$ cat config.mk
export PLATFORM = sky130hd
export DESIGN_NAME = accel_job_arbiter
export DESIGN_NICKNAME = d
export VERILOG_FILES = /design/src/rtl/accel_job_arbiter.sv
export SDC_FILE = /design/constraint.sdc
export NUM_CORES = 1
export LEC_CHECK = 0
export BUFFER_PORTS_ARGS = -buffer_cell sky130_fd_sc_hd__buf_2
export CAP_MARGIN = 20
export CORE_MARGIN = 4
export CORE_UTILIZATION = 33
export DETAILED_ROUTE_END_ITERATION = 6
export SLEW_MARGIN = 15
export SYNTH_ARGS = -nofsm -noshare
export SYNTH_HDL_FRONTEND = slang
export SYNTH_SLANG_ARGS = --single-unit
$ cat constraint.sdc
create_clock -name clk -period 5.6 [get_ports clk]
set_clock_uncertainty 0.2 [all_clocks]
set_input_delay 1.12 -clock clk [delete_from_list [all_inputs] [get_ports clk]]
set_output_delay 1.12 -clock clk [all_outputs]
set_load 0.01 [all_outputs]
$ cat src/rtl/accel_job_arbiter.sv
// accel_job_arbiter: round-robin job arbiter for a shared area-check
// accelerator, with tagged responses and a hang watchdog.
module accel_job_arbiter #(
  parameter int NUM_REQ     = 4,
  parameter int IDW         = 3,
  parameter int TIMEOUT_CYC = 4096
) (
  input  logic                   clk,
  input  logic                   rst_n,
  input  logic [NUM_REQ-1:0]     req_valid,
  input  logic [32*NUM_REQ-1:0]  req_data,
  input  logic [NUM_REQ-1:0]     req_last,
  output logic [NUM_REQ-1:0]     req_ready,
  output logic                   acc_in_valid,
  output logic [31:0]            acc_in_data,
  input  logic                   acc_in_ready,
  input  logic                   acc_out_valid,
  input  logic [31:0]            acc_out_data,
  output logic                   acc_out_ready,
  output logic                   acc_rst_n,
  output logic                   rsp_valid,
  input  logic                   rsp_ready,
  output logic [31:0]            rsp_data,
  output logic [IDW-1:0]         rsp_id,
  output logic [1:0]             rsp_status,
  output logic [31:0]            rsp_cycles,
  output logic                   busy,
  output logic [15:0]            jobs_done
);

  localparam logic [2:0] S_IDLE    = 3'd0;
  localparam logic [2:0] S_STREAM  = 3'd1;
  localparam logic [2:0] S_WAIT    = 3'd2;
  localparam logic [2:0] S_DRAIN   = 3'd3;
  localparam logic [2:0] S_ACC_RST = 3'd4;
  localparam logic [2:0] S_RESP    = 3'd5;

  localparam logic [1:0] ST_OK  = 2'd0;
  localparam logic [1:0] ST_OVR = 2'd1;
  localparam logic [1:0] ST_TMO = 2'd2;

  localparam logic [31:0]    TMO_MAX = 32'(TIMEOUT_CYC - 1);
  localparam logic [IDW-1:0] RR_INIT = IDW'(NUM_REQ - 1);

  logic [2:0]     state;
  logic [2:0]     state_d;
  logic [IDW-1:0] grant;
  logic [IDW-1:0] last_grant;
  logic [31:0]    cyc;
  logic [31:0]    cyc_inc;
  logic [31:0]    tmo_cnt;

  logic           sel_valid;
  logic           sel_last;
  logic [31:0]    sel_data;

  logic           arb_hit;
  logic [IDW-1:0] arb_idx;

  logic           in_hs;
  logic           last_hs;
  logic           res_hs;
  logic           drain_hs;
  logic           drain_last;
  logic           tmo_hit;
  logic           enter_resp;
  logic           counting;

  // Route the granted requester's stream onto shared wires
  always_comb begin
    sel_valid = 1'b0;
    sel_last  = 1'b0;
    sel_data  = '0;
    for (int r = 0; r < NUM_REQ; r++) begin
      if (grant == IDW'(r)) begin
        sel_valid = req_valid[r];
        sel_last  = req_last[r];
        sel_data  = req_data[32*r +: 32];
      end
    end
  end

  // Round-robin pick: first valid above last_grant, then wrap to 0
  always_comb begin
    arb_hit = 1'b0;
    arb_idx = '0;
    for (int r = 0; r < NUM_REQ; r++) begin
      if (!arb_hit && req_valid[r] && (IDW'(r) > last_grant)) begin
        arb_hit = 1'b1;
        arb_idx = IDW'(r);
      end
    end
    for (int r = 0; r < NUM_REQ; r++) begin
      if (!arb_hit && req_valid[r] && (IDW'(r) <= last_grant)) begin
        arb_hit = 1'b1;
        arb_idx = IDW'(r);
      end
    end
  end

  // Handshake and event decode for the current state
  always_comb begin
    in_hs      = (state == S_STREAM) && sel_valid && acc_in_ready;
    last_hs    = in_hs && sel_last;
    res_hs     = acc_out_valid && acc_out_ready;
    drain_hs   = (state == S_DRAIN) && sel_valid;
    drain_last = drain_hs && sel_last;
    tmo_hit    = (state == S_WAIT) && !acc_out_valid
                 && (tmo_cnt == TMO_MAX);
    cyc_inc    = (&cyc) ? cyc : cyc + 32'd1;
    counting   = (state == S_STREAM) || (state == S_DRAIN)
                 || (state == S_WAIT) || (state == S_ACC_RST);
  end

  // Next-state logic
  always_comb begin
    state_d = state;
    case (state)
      S_IDLE: begin
        if (arb_hit) state_d = S_STREAM;
      end
      S_STREAM: begin
        unique case (1'b1)
          last_hs && acc_out_valid: state_d = S_RESP;
          last_hs:                  state_d = S_WAIT;
          acc_out_valid:            state_d = S_DRAIN;
          default:                  state_d = S_STREAM;
        endcase
      end
      S_WAIT: begin
        unique case (1'b1)
          acc_out_valid: state_d = S_RESP;
          tmo_hit:       state_d = S_ACC_RST;
          default:       state_d = S_WAIT;
        endcase
      end
      S_DRAIN: begin
        if (drain_last) state_d = S_RESP;
      end
      S_ACC_RST: state_d = S_RESP;
      S_RESP: begin
        if (rsp_ready) state_d = S_IDLE;
      end
      default: state_d = S_IDLE;
    endcase
    enter_resp = (state_d == S_RESP) && (state != S_RESP);
  end

  // Requester accept and accelerator stream outputs
  always_comb begin
    req_ready = '0;
    for (int r = 0; r < NUM_REQ; r++) begin
      if (grant == IDW'(r)) begin
        req_ready[r] = ((state == S_STREAM) && acc_in_ready)
                       || (state == S_DRAIN);
      end
    end
    acc_in_valid  = (state == S_STREAM) && sel_valid;
    acc_in_data   = sel_data;
    acc_out_ready = (state == S_WAIT)
                    || ((state == S_STREAM) && acc_out_valid);
    acc_rst_n     = rst_n && (state != S_ACC_RST);
    rsp_valid     = (state == S_RESP);
    busy          = (state != S_IDLE);
  end

  // State register
  always_ff @(posedge clk) begin
    if (!rst_n) state <= S_IDLE;
    else        state <= state_d;
  end

  // Grant, job cycle counter and watchdog counter
  always_ff @(posedge clk) begin
    if (!rst_n) begin
      grant      <= '0;
      last_grant <= RR_INIT;
      cyc        <= '0;
      tmo_cnt    <= '0;
    end else begin
      if ((state == S_IDLE) && arb_hit) begin
        grant      <= arb_idx;
        last_grant <= arb_idx;
        cyc        <= '0;
        tmo_cnt    <= '0;
      end else if (counting) begin
        cyc <= cyc_inc;
      end
      if ((state == S_WAIT) && !acc_out_valid) begin
        tmo_cnt <= tmo_cnt + 32'd1;
      end
    end
  end

  // Response fields, held until the response handshake
  always_ff @(posedge clk) begin
    if (!rst_n) begin
      rsp_data   <= '0;
      rsp_status <= ST_OK;
      rsp_id     <= '0;
      rsp_cycles <= '0;
    end else begin
      if (res_hs) begin
        rsp_data   <= acc_out_data;
        rsp_status <= ((state == S_STREAM) && !last_hs) ? ST_OVR : ST_OK;
      end else if (state == S_ACC_RST) begin
        rsp_data   <= '0;
        rsp_status <= ST_TMO;
      end
      if (enter_resp) begin
        rsp_cycles <= cyc_inc;
        rsp_id     <= grant;
      end
    end
  end

  // Completed-response counter, wraps
  always_ff @(posedge clk) begin
    if (!rst_n) begin
      jobs_done <= '0;
    end else if ((state == S_RESP) && rsp_ready) begin
      jobs_done <= jobs_done + 16'd1;
    end
  end

endmodule

==> results of run 1 <==
-- worst reg2reg max path, stage by stage (launching register included) --
cell and delay, ns:
dfxtp_2 0.94, mux4_2 0.74, o31ai_1 0.58, o31a_2 0.68, a21oi_1 0.15, a311oi_1 0.25
-- cells by family after synthesis --
kind of cell             count (synthesis)
AO/OA/AOI/OAI                          200
XOR/XNOR                                70
adder cells (fa/ha/maj)                  3
buffers and inverters                   92
flip-flops                             155
multiplexers                            45
other                                    1
AND/OR/NAND/NOR                        394
-- registers in the layout, indices dropped and copies added, names as in the netlist --
signal	cells
tmo_cnt	32
cyc	32
rsp_cycles	32
rsp_data	32
grant	2
jobs_done	16
last_grant	2
rsp_status	2
state	3
rsp_id	2
-- where the power goes --
group | internal, µW | switching (µW)
registers | 1170 | 81.5
logic | 360 | 483
clock network | 673 | 521
total | 2200 | 1090
-- through the flow --
step / utilization / cell area (µm²)
global route: 0.432 / 10600
global placement: 0.403 / 9890
detailed placement: 0.404 / 9920
floorplan: - / 8300
CTS: 0.429 / 10500
finish: 0.432 / 10600
-- area by class of cell --
cell class	instances	area (µm²)
repair buffers	307	1620
multi-input cells	713	4790
well taps	324	405
diodes	7	17.5
clock inverters	15	179
fillers	2502	13900
clock buffers	17	425
inverters	15	56.3
flip-flops and latches	155	3110
-- how the worst max path moves through the flow --
stage	start	slack, ns	to	cells after the start
floorplan	grant[0]	2.26	acc_in_data[10]	3
global placement	req_valid[3]	1.81	rsp_cycles[30]	7
detailed placement	req_valid[3]	1.73	rsp_cycles[30]	7
CTS	grant[1]	1.94	acc_in_valid	3
global route	grant[1]	1.67	rsp_cycles[1]	5
finish	grant[1]	1.97	rsp_cycles[30]	5
-- Yosys cell counts, types with 12 or more instances --
cell type | number | area [µm²]
xnor2_1 | 45 | 394
a21oi_1 | 97 | 485
nor2_1 | 91 | 342
and2_1 | 12 | 75.1
dfxtp_1 | 155 | 3100
or3_1 | 21 | 131
nand3_1 | 71 | 355
mux4_2 | 33 | 743
o21ai_0 | 29 | 145
inv_1 | 14 | 52.6
and3_1 | 14 | 87.6
nor3_1 | 33 | 165
a211oi_1 | 25 | 188
nand4_1 | 29 | 181
clkbuf_1 | 52 | 195
nand2_1 | 80 | 300
xor2_1 | 25 | 219
-- routing by layer --
layer  global-route usage  part of all wire  vias up
met3               0.0403             0.056       32
met2                0.368              0.52      273
met1                0.252              0.41     3940
met5                    0                 0        -
li1                     -                 -     4013
met4               0.0672             0.019        0
==> results.ini, run 1 <==
[global_route]
grt_pass1_wl_um = 46000
grtUsageTotal = 0.207
antenna_found_initial = 8
overflow = 0
grt_max_degree = 104
grt_pass1_vias = 7737

[sta]
setup_viol = 0
final-max-slew-violation-count = 0
timing.fmax_mhz = 276
fin_setup_tns_ns = 0
finalHoldViolCount = 0
fin_ws_ns = 1.97
period_needed_ns = 3.63
post-route-period-util = 0.648
tightest_slew_ns = 0.948
slew_headroom = 0.368
rsz0062_at_grt = no
holdWs_ns = 0.262

[final_layout]
final_common_cell = buf_2
final_cell_mix = buf_2 (297), dfxtp_1 (153), a21oi_1 (97)
final_cells = 1553
fin_nets = 1385
drive_above_1_share = 0.322
area_growth_pct = 27.8

[logic_synthesis]
ys_seq_area_frac = 0.374
muxShareOfSynthArea = 0.107
synth_cell_type_count = 66
synth_nets = 1136
synth_edf_count = 0
synthFlopType = dfxtp_1
synth_top_family_by_area = simple AND/OR/NAND/NOR gates
syn_area_per_cell_um2 = 8.64
synth_compound_area_frac = 0.152
syn-cell-area_um2 = 8300
ys_seq_elements = 155
yosysWarnings = 0
synth_cells = 960
synthAdderAreaFrac = 0.00452
synthSimpleGateAreaFrac = 0.240
synth_xor_area_frac = 0.0739
ys_async_sr_fraction = 0

[die]
coreArea_um2 = 24500
start_util = 0.338
dieArea_um2 = 27700
num_rows = 57
die_y_um = 167
die_w_um = 167
ios = 299

[clock_tree]
cts_htree_levels = 4
cts.clk_slew.worst_paths_ns = 0.07
worstSkewPairLatency_ns = 0.43
clockBufferDepth = 2
cts_num_sinks = 155
cts_buffers = 17
hold_buffers = 0
root_buffer = clkbuf_16
cts_resized = 0
cts_tree = yes
cts_setup_buffers = 0

[setup_path]
crit_type = register to register
critical_path_required_ns = 5.74
crit_family = compound AO/OA/AOI/OAI gates
critPathMaxFanout = 40
cp.buffers_inverters = 0
cp-start-kind = register
worstSetupEndpointType = register
rr_endpoint = rsp_cycles[30]
r2r_slack_ns = 1.97
r2r.worst_path.cells = 5
slowest_delay_ns = 0.94
worstPathCellList = mux4_2 -> o31ai_1 -> o31a_2 -> a21oi_1 -> a311oi_1
worstReg2RegStart = grant[1]
critical_path_arrival_ns = 3.77
slowest_stage = dfxtp_2

[hold_path]
min_path_cells = 2
hold_end = rsp_data[4]
min_path_type = register to register
hp-start = rsp_data[4]

[placed_design]
hpwl_um = 22700
dp_cells = 1511
io_buffer_count = 297
place_congestion = 0.995
dp_slack_ns = 1.73

[route]
wl_per_cell_um = 19.3
vias_per_cell = 5.32
routed_wl_um = 29900
dr.first_iter.drc_count = 704
vias = 8258
drt.antenna.violating_nets = 0
route.detailed.drc = 0
drtPass1Iterations = 5

[power_and_ir_drop]
ir_worst_vdd_mv = 0.178
finalPower_uw = 3290
p_leak_uw = 0.00411
power_per_cell_area_nw_per_um2 = 310

[run_status]
status = finished clean

[flow_run]
max-cap-violations = 0

Power figures use the tool's default switching activity.
==> inputs of run 2 (changes only) <==
Clock period 5.6 ns to 3 ns, I/O delays scaled along.
==> results.ini, run 2 (same netlist as run 1, synthesis figures left out) <==
[run_status]
status = finished clean

[final_layout]
fin_nets = 1410  ; +1.8%
multi_input_area_um2 = 4800  ; +0.23%
register_area_um2 = 3110  ; unchanged
drive_above_1_share = 0.336  ; +0.0136
final_cell_mix = buf_2 (297), dfxtp_1 (153), a21oi_1 (97)
final_common_cell = buf_2
nFillCells = 2490  ; -0.48%
area_growth_pct = 30.1
final_cells = 1578  ; +1.6%

[sta]
setup_viol = 0  ; unchanged
fin_setup_tns_ns = 0  ; unchanged
slew_headroom = 0.571  ; +0.204
period_needed_ns = 2.89
timing.fmax_mhz = 346
finalHoldViolCount = 0  ; unchanged
final-max-slew-violation-count = 0  ; unchanged
tightest_slew_ns = 0.640  ; -0.308 ns
post-route-period-util = 0.963
fin_ws_ns = 0.111  ; -1.86 ns
holdWs_ns = 0.197  ; -0.0652 ns
rsz0062_at_grt = no

[global_route]
grt_pass1_vias = 7893  ; +2.0%
grtUsageTotal = 0.209  ; +0.00143
antenna_found_initial = 8  ; unchanged
grt_max_degree = 104  ; unchanged
overflow = 0  ; unchanged
grt_pass1_wl_um = 46100  ; +0.27%

[setup_path]
critPathMaxFanout = 39  ; -2.5%
worstSetupEndpointType = output pin
worstReg2RegStart = cyc[0]
slowest_stage = mux4_1
slowest_delay_ns = 0.46  ; -0.48 ns
crit_type = register to output pin
critical_path_required_ns = 2.20  ; -3.54 ns
worstPathCellList = buf_4 -> mux4_1 -> and3b_1 -> buf_2
cp-start-kind = register
r2r.worst_path.cells = 8  ; +3
critical_path_arrival_ns = 2.09  ; -1.68 ns
startpoint = grant[1]

[hold_path]
min_path_cells = 3  ; +1
hp-start = acc_out_data[18]
min_path_type = input pin to register

[clock_tree]
root_buffer = clkbuf_16
cts_htree_levels = 4  ; unchanged
worstSkewPairLatency_ns = 0.43  ; about the same
clockBufferDepth = 2  ; unchanged
cts_tree = yes
cts_buffers = 17  ; unchanged
cts_setup_buffers = 0  ; unchanged
cts.clk_slew.worst_paths_ns = 0.07  ; about the same
hold_buffers = 0  ; unchanged
cts_resized = 0  ; unchanged
cts_num_sinks = 155  ; unchanged

[route]
wl_per_cell_um = 19.0  ; -1.2%
vias_per_cell = 5.36  ; +0.85%
routed_wl_um = 30100  ; +0.40%
drtPass1Iterations = 5  ; unchanged
route.detailed.drc = 0  ; unchanged
vias = 8462  ; +2.5%
dr.first_iter.drc_count = 688  ; -2.3%
drt.antenna.violating_nets = 0  ; unchanged

[placed_design]
dp_cells = 1538  ; +1.8%
hpwl_um = 23100  ; +1.7%
dp_slack_ns = -0.0244  ; -1.75 ns
place_congestion = 0.991  ; -0.41%
io_buffer_count = 297  ; unchanged

[die]
num_rows = 57  ; unchanged
coreArea_um2 = 24500  ; unchanged
ios = 299  ; unchanged
die_w_um = 167  ; unchanged
die_y_um = 167  ; unchanged
dieArea_um2 = 27700  ; unchanged
start_util = 0.338  ; unchanged

[flow_run]
max-cap-violations = 0  ; unchanged

[power_and_ir_drop]
ir_worst_vdd_mv = 0.309  ; +74%
p_leak_uw = 0.00423  ; +2.8%
power_per_cell_area_nw_per_um2 = 566  ; +83%

[run 2: stage by stage]
stage | power [µW] | util | cell area (µm²)
after global routing | 6410 | 0.440 | 10800
after detailed placement | 4040 | 0.414 | 10200
after CTS | 6180 | 0.437 | 10700
after global placement | 4020 | 0.414 | 10200
final | 6110 | 0.440 | 10800
after floorplan | 3350 | - | 8300
[run 2: metal layers]
| metal | GRT usage | up-vias | share of wire |
|---|---|---|---|
| met5 | 0 | - | 0 |
| met3 | 0.0424 | 42 | 0.058 |
| met2 | 0.372 | 311 | 0.51 |
| met1 | 0.248 | 4045 | 0.40 |
| li1 | - | 4064 | - |
| met4 | 0.0772 | 0 | 0.027 |
[run 2: final timing paths]
path	to	slack, ns
setup / recovery	acc_in_valid	0.11
hold reg to reg	rsp_data[2]	0.26
setup reg to reg	cyc[9]	0.36
hold / removal	rsp_data[18]	0.20
[run 2: worst max-delay path: cells and delay by family, from the launching register on]
family | cells | cell delay [ns]
multiplexers | 1 | 0.46
AND/OR/NAND/NOR | 1 | 0.26
flip-flops | 1 | 0.34
buffers and inverters | 2 | 0.59
[run 2: final cells by class]
| cell class | count | share of cell area |
|---|---|---|
| Tap cell | 324 | 0.0376 |
| Clock buffer | 17 | 0.0394 |
| Antenna cell | 7 | 0.00162 |
| Clock inverter | 15 | 0.0144 |
| Inverter | 15 | 0.00522 |
| Multi-Input combinational cell | 713 | 0.445 |
| Sequential cell | 155 | 0.288 |
| Timing Repair Buffer | 332 | 0.169 |
[run 2: power by group]
| group | switching [µW] | internal (µW) | leakage (µW) |
|---|---|---|---|
| Clock | 947 | 1170 | 0.000273 |
| Combinational | 981 | 735 | 0.00270 |
| Sequential | 89.4 | 2190 | 0.00125 |
| Total | 2020 | 4090 | 0.00423 |
==> inputs of run 3 (changes only) <==
Settings changed: RECOVER_POWER from default to 50.
==> results.ini, run 3 (same netlist as run 1, synthesis figures left out) <==
[power_and_ir_drop]
ir_worst_vdd_mv = 0.307  ; -0.77%
power_per_cell_area_nw_per_um2 = 570  ; +0.67%
p_leak_uw = 0.00384  ; -9.1%

[route]
dr.first_iter.drc_count = 696  ; +1.2%
vias_per_cell = 5.34  ; -0.40%
vias = 8428  ; -0.40%
drt.antenna.violating_nets = 0  ; unchanged
wl_per_cell_um = 19.0  ; about the same
route.detailed.drc = 0  ; unchanged
routed_wl_um = 30000  ; about the same
drtPass1Iterations = 5  ; unchanged

[global_route]
grt_max_degree = 104  ; unchanged
use_met2 = 0.372  ; unchanged
overflow = 0  ; unchanged
antenna_found_initial = 8  ; unchanged
grt_pass1_vias = 7893  ; unchanged
grt.met1_usage = 0.248  ; unchanged
grt_util_met3 = 0.0424  ; unchanged
grt_pass1_wl_um = 46100  ; unchanged
grtUsageTotal = 0.209  ; unchanged
grt-busiest-layer = met2

[placed_design]
hpwl_um = 23100  ; unchanged
dp_slack_ns = -0.0244  ; unchanged
place_congestion = 0.991  ; unchanged
io_buffer_count = 297  ; unchanged

[final_layout]
area_growth_pct = 28.5
final_core_util = 0.434  ; -0.00530
fin_nets = 1410  ; unchanged
final_cell_mix = buf_2 (213), dfxtp_1 (153), a21oi_1 (97)
final_common_cell = buf_2
drive_above_1_share = 0.266  ; -0.0698

[clock_tree]
cts_htree_levels = 4  ; unchanged
cts_num_sinks = 155  ; unchanged
cts_buffers = 17  ; unchanged
cts_tree = yes
cts_setup_buffers = 0  ; unchanged
clockBufferDepth = 2  ; unchanged
cts.clk_slew.worst_paths_ns = 0.07  ; about the same
root_buffer = clkbuf_16
worstSkewPairLatency_ns = 0.43  ; about the same

[die]
die_w_um = 167  ; unchanged
start_util = 0.338  ; unchanged
num_rows = 57  ; unchanged
dieArea_um2 = 27700  ; unchanged
die_y_um = 167  ; unchanged
coreArea_um2 = 24500  ; unchanged
ios = 299  ; unchanged

[sta]
final-max-slew-violation-count = 0  ; unchanged
fin_ws_ns = 0.121  ; +0.0101 ns
timing.fmax_mhz = 347  ; +0.35%
period_needed_ns = 2.88  ; -0.0101 ns
slew_headroom = 0.536  ; -0.0352
setup_viol = 0  ; unchanged
post-route-period-util = 0.960  ; -0.00336
tightest_slew_ns = 0.696  ; +0.0557 ns
rsz0062_at_grt = no
finalHoldViolCount = 0  ; unchanged
holdWs_ns = 0.197  ; -0.000204 ns

[setup_path]
worstSetupEndpointType = output pin
critical_path_required_ns = 2.20  ; about the same
cp-start-kind = register
r2r.worst_path.cells = 6  ; -2
critPathMaxFanout = 39  ; unchanged
crit_type = register to output pin
critical_path_arrival_ns = 2.08  ; about the same

[flow_run]
max-cap-violations = 0  ; unchanged

[hold_path]
min_path_type = input pin to register
min_path_cells = 3  ; unchanged

[run_status]
status = finished clean

## run 3: cell count changes in the layout (fill, tap and decap cells not counted), sizes merged
cell and delta:
clkbuf +86, buf -86
## run 3: critical path: stages (launching register included)
cell and delay, ns:
dfxtp_2 0.35, buf_4 0.43, mux4_1 0.46, and3b_1 0.26, buf_2 0.16
## run 3: layer usage
metal  share of wire  wire, µm  vias up
met2            0.51     15400      273
met1            0.40     12100     4056
met3           0.055      1660       39
li1                -         -     4060
met4           0.027       816        0
met5               0         0        -
## run 3: area by class of cell
cell class              instances  area (µm²)
fillers                      2541       13900
diodes                          7        17.5
well taps                     324         405
repair buffers                332        1710
inverters                      15        56.3
flip-flops and latches        155        3110
clock buffers                  17         425
clock inverters                15         155
multi-input cells             713        4790
## run 3: where the power goes
| part | total [µW] | leakage [µW] | internal (µW) | switching [µW] |
|---|---|---|---|---|
| logic | 1680 | 0.00232 | 702 | 977 |
| registers | 2280 | 0.00125 | 2190 | 92.4 |
| clock network | 2120 | 0.000273 | 1170 | 947 |
| total | 6080 | 0.00384 | 4060 | 2020 |
## run 3: timing repair
| item | 4_1_cts | 5_1_grt |
|---|---|---|
| hold buffers | 0 | 0 |
| endpoints found under the setup margin | 0 | 5 |
| resized for setup | 0 | 1 |
## run 3: worst paths after layout
path                          to  slack, ns              from
setup / recovery    acc_in_valid       0.12          grant[1]
hold / removal      rsp_data[18]       0.20  acc_out_data[18]
setup reg to reg  rsp_cycles[12]       0.32          state[0]
hold reg to reg    rsp_cycles[2]       0.27     rsp_cycles[2]
## run 3: metrics by stage
step / area [µm²] / power (µW) / std cells / setup TNS [ns]
3_5_place_dp: 10200 / 4040 / 1538 / -0.0565
2_1_floorplan: 8300 / 3350 / 960 / 0
5_1_grt: 10700 / 6370 / 1578 / 0
4_1_cts: 10700 / 6180 / 1570 / 0
6_report: 10700 / 6080 / 1578 / 0
3_3_place_gp: 10200 / 4020 / 1538 / 0
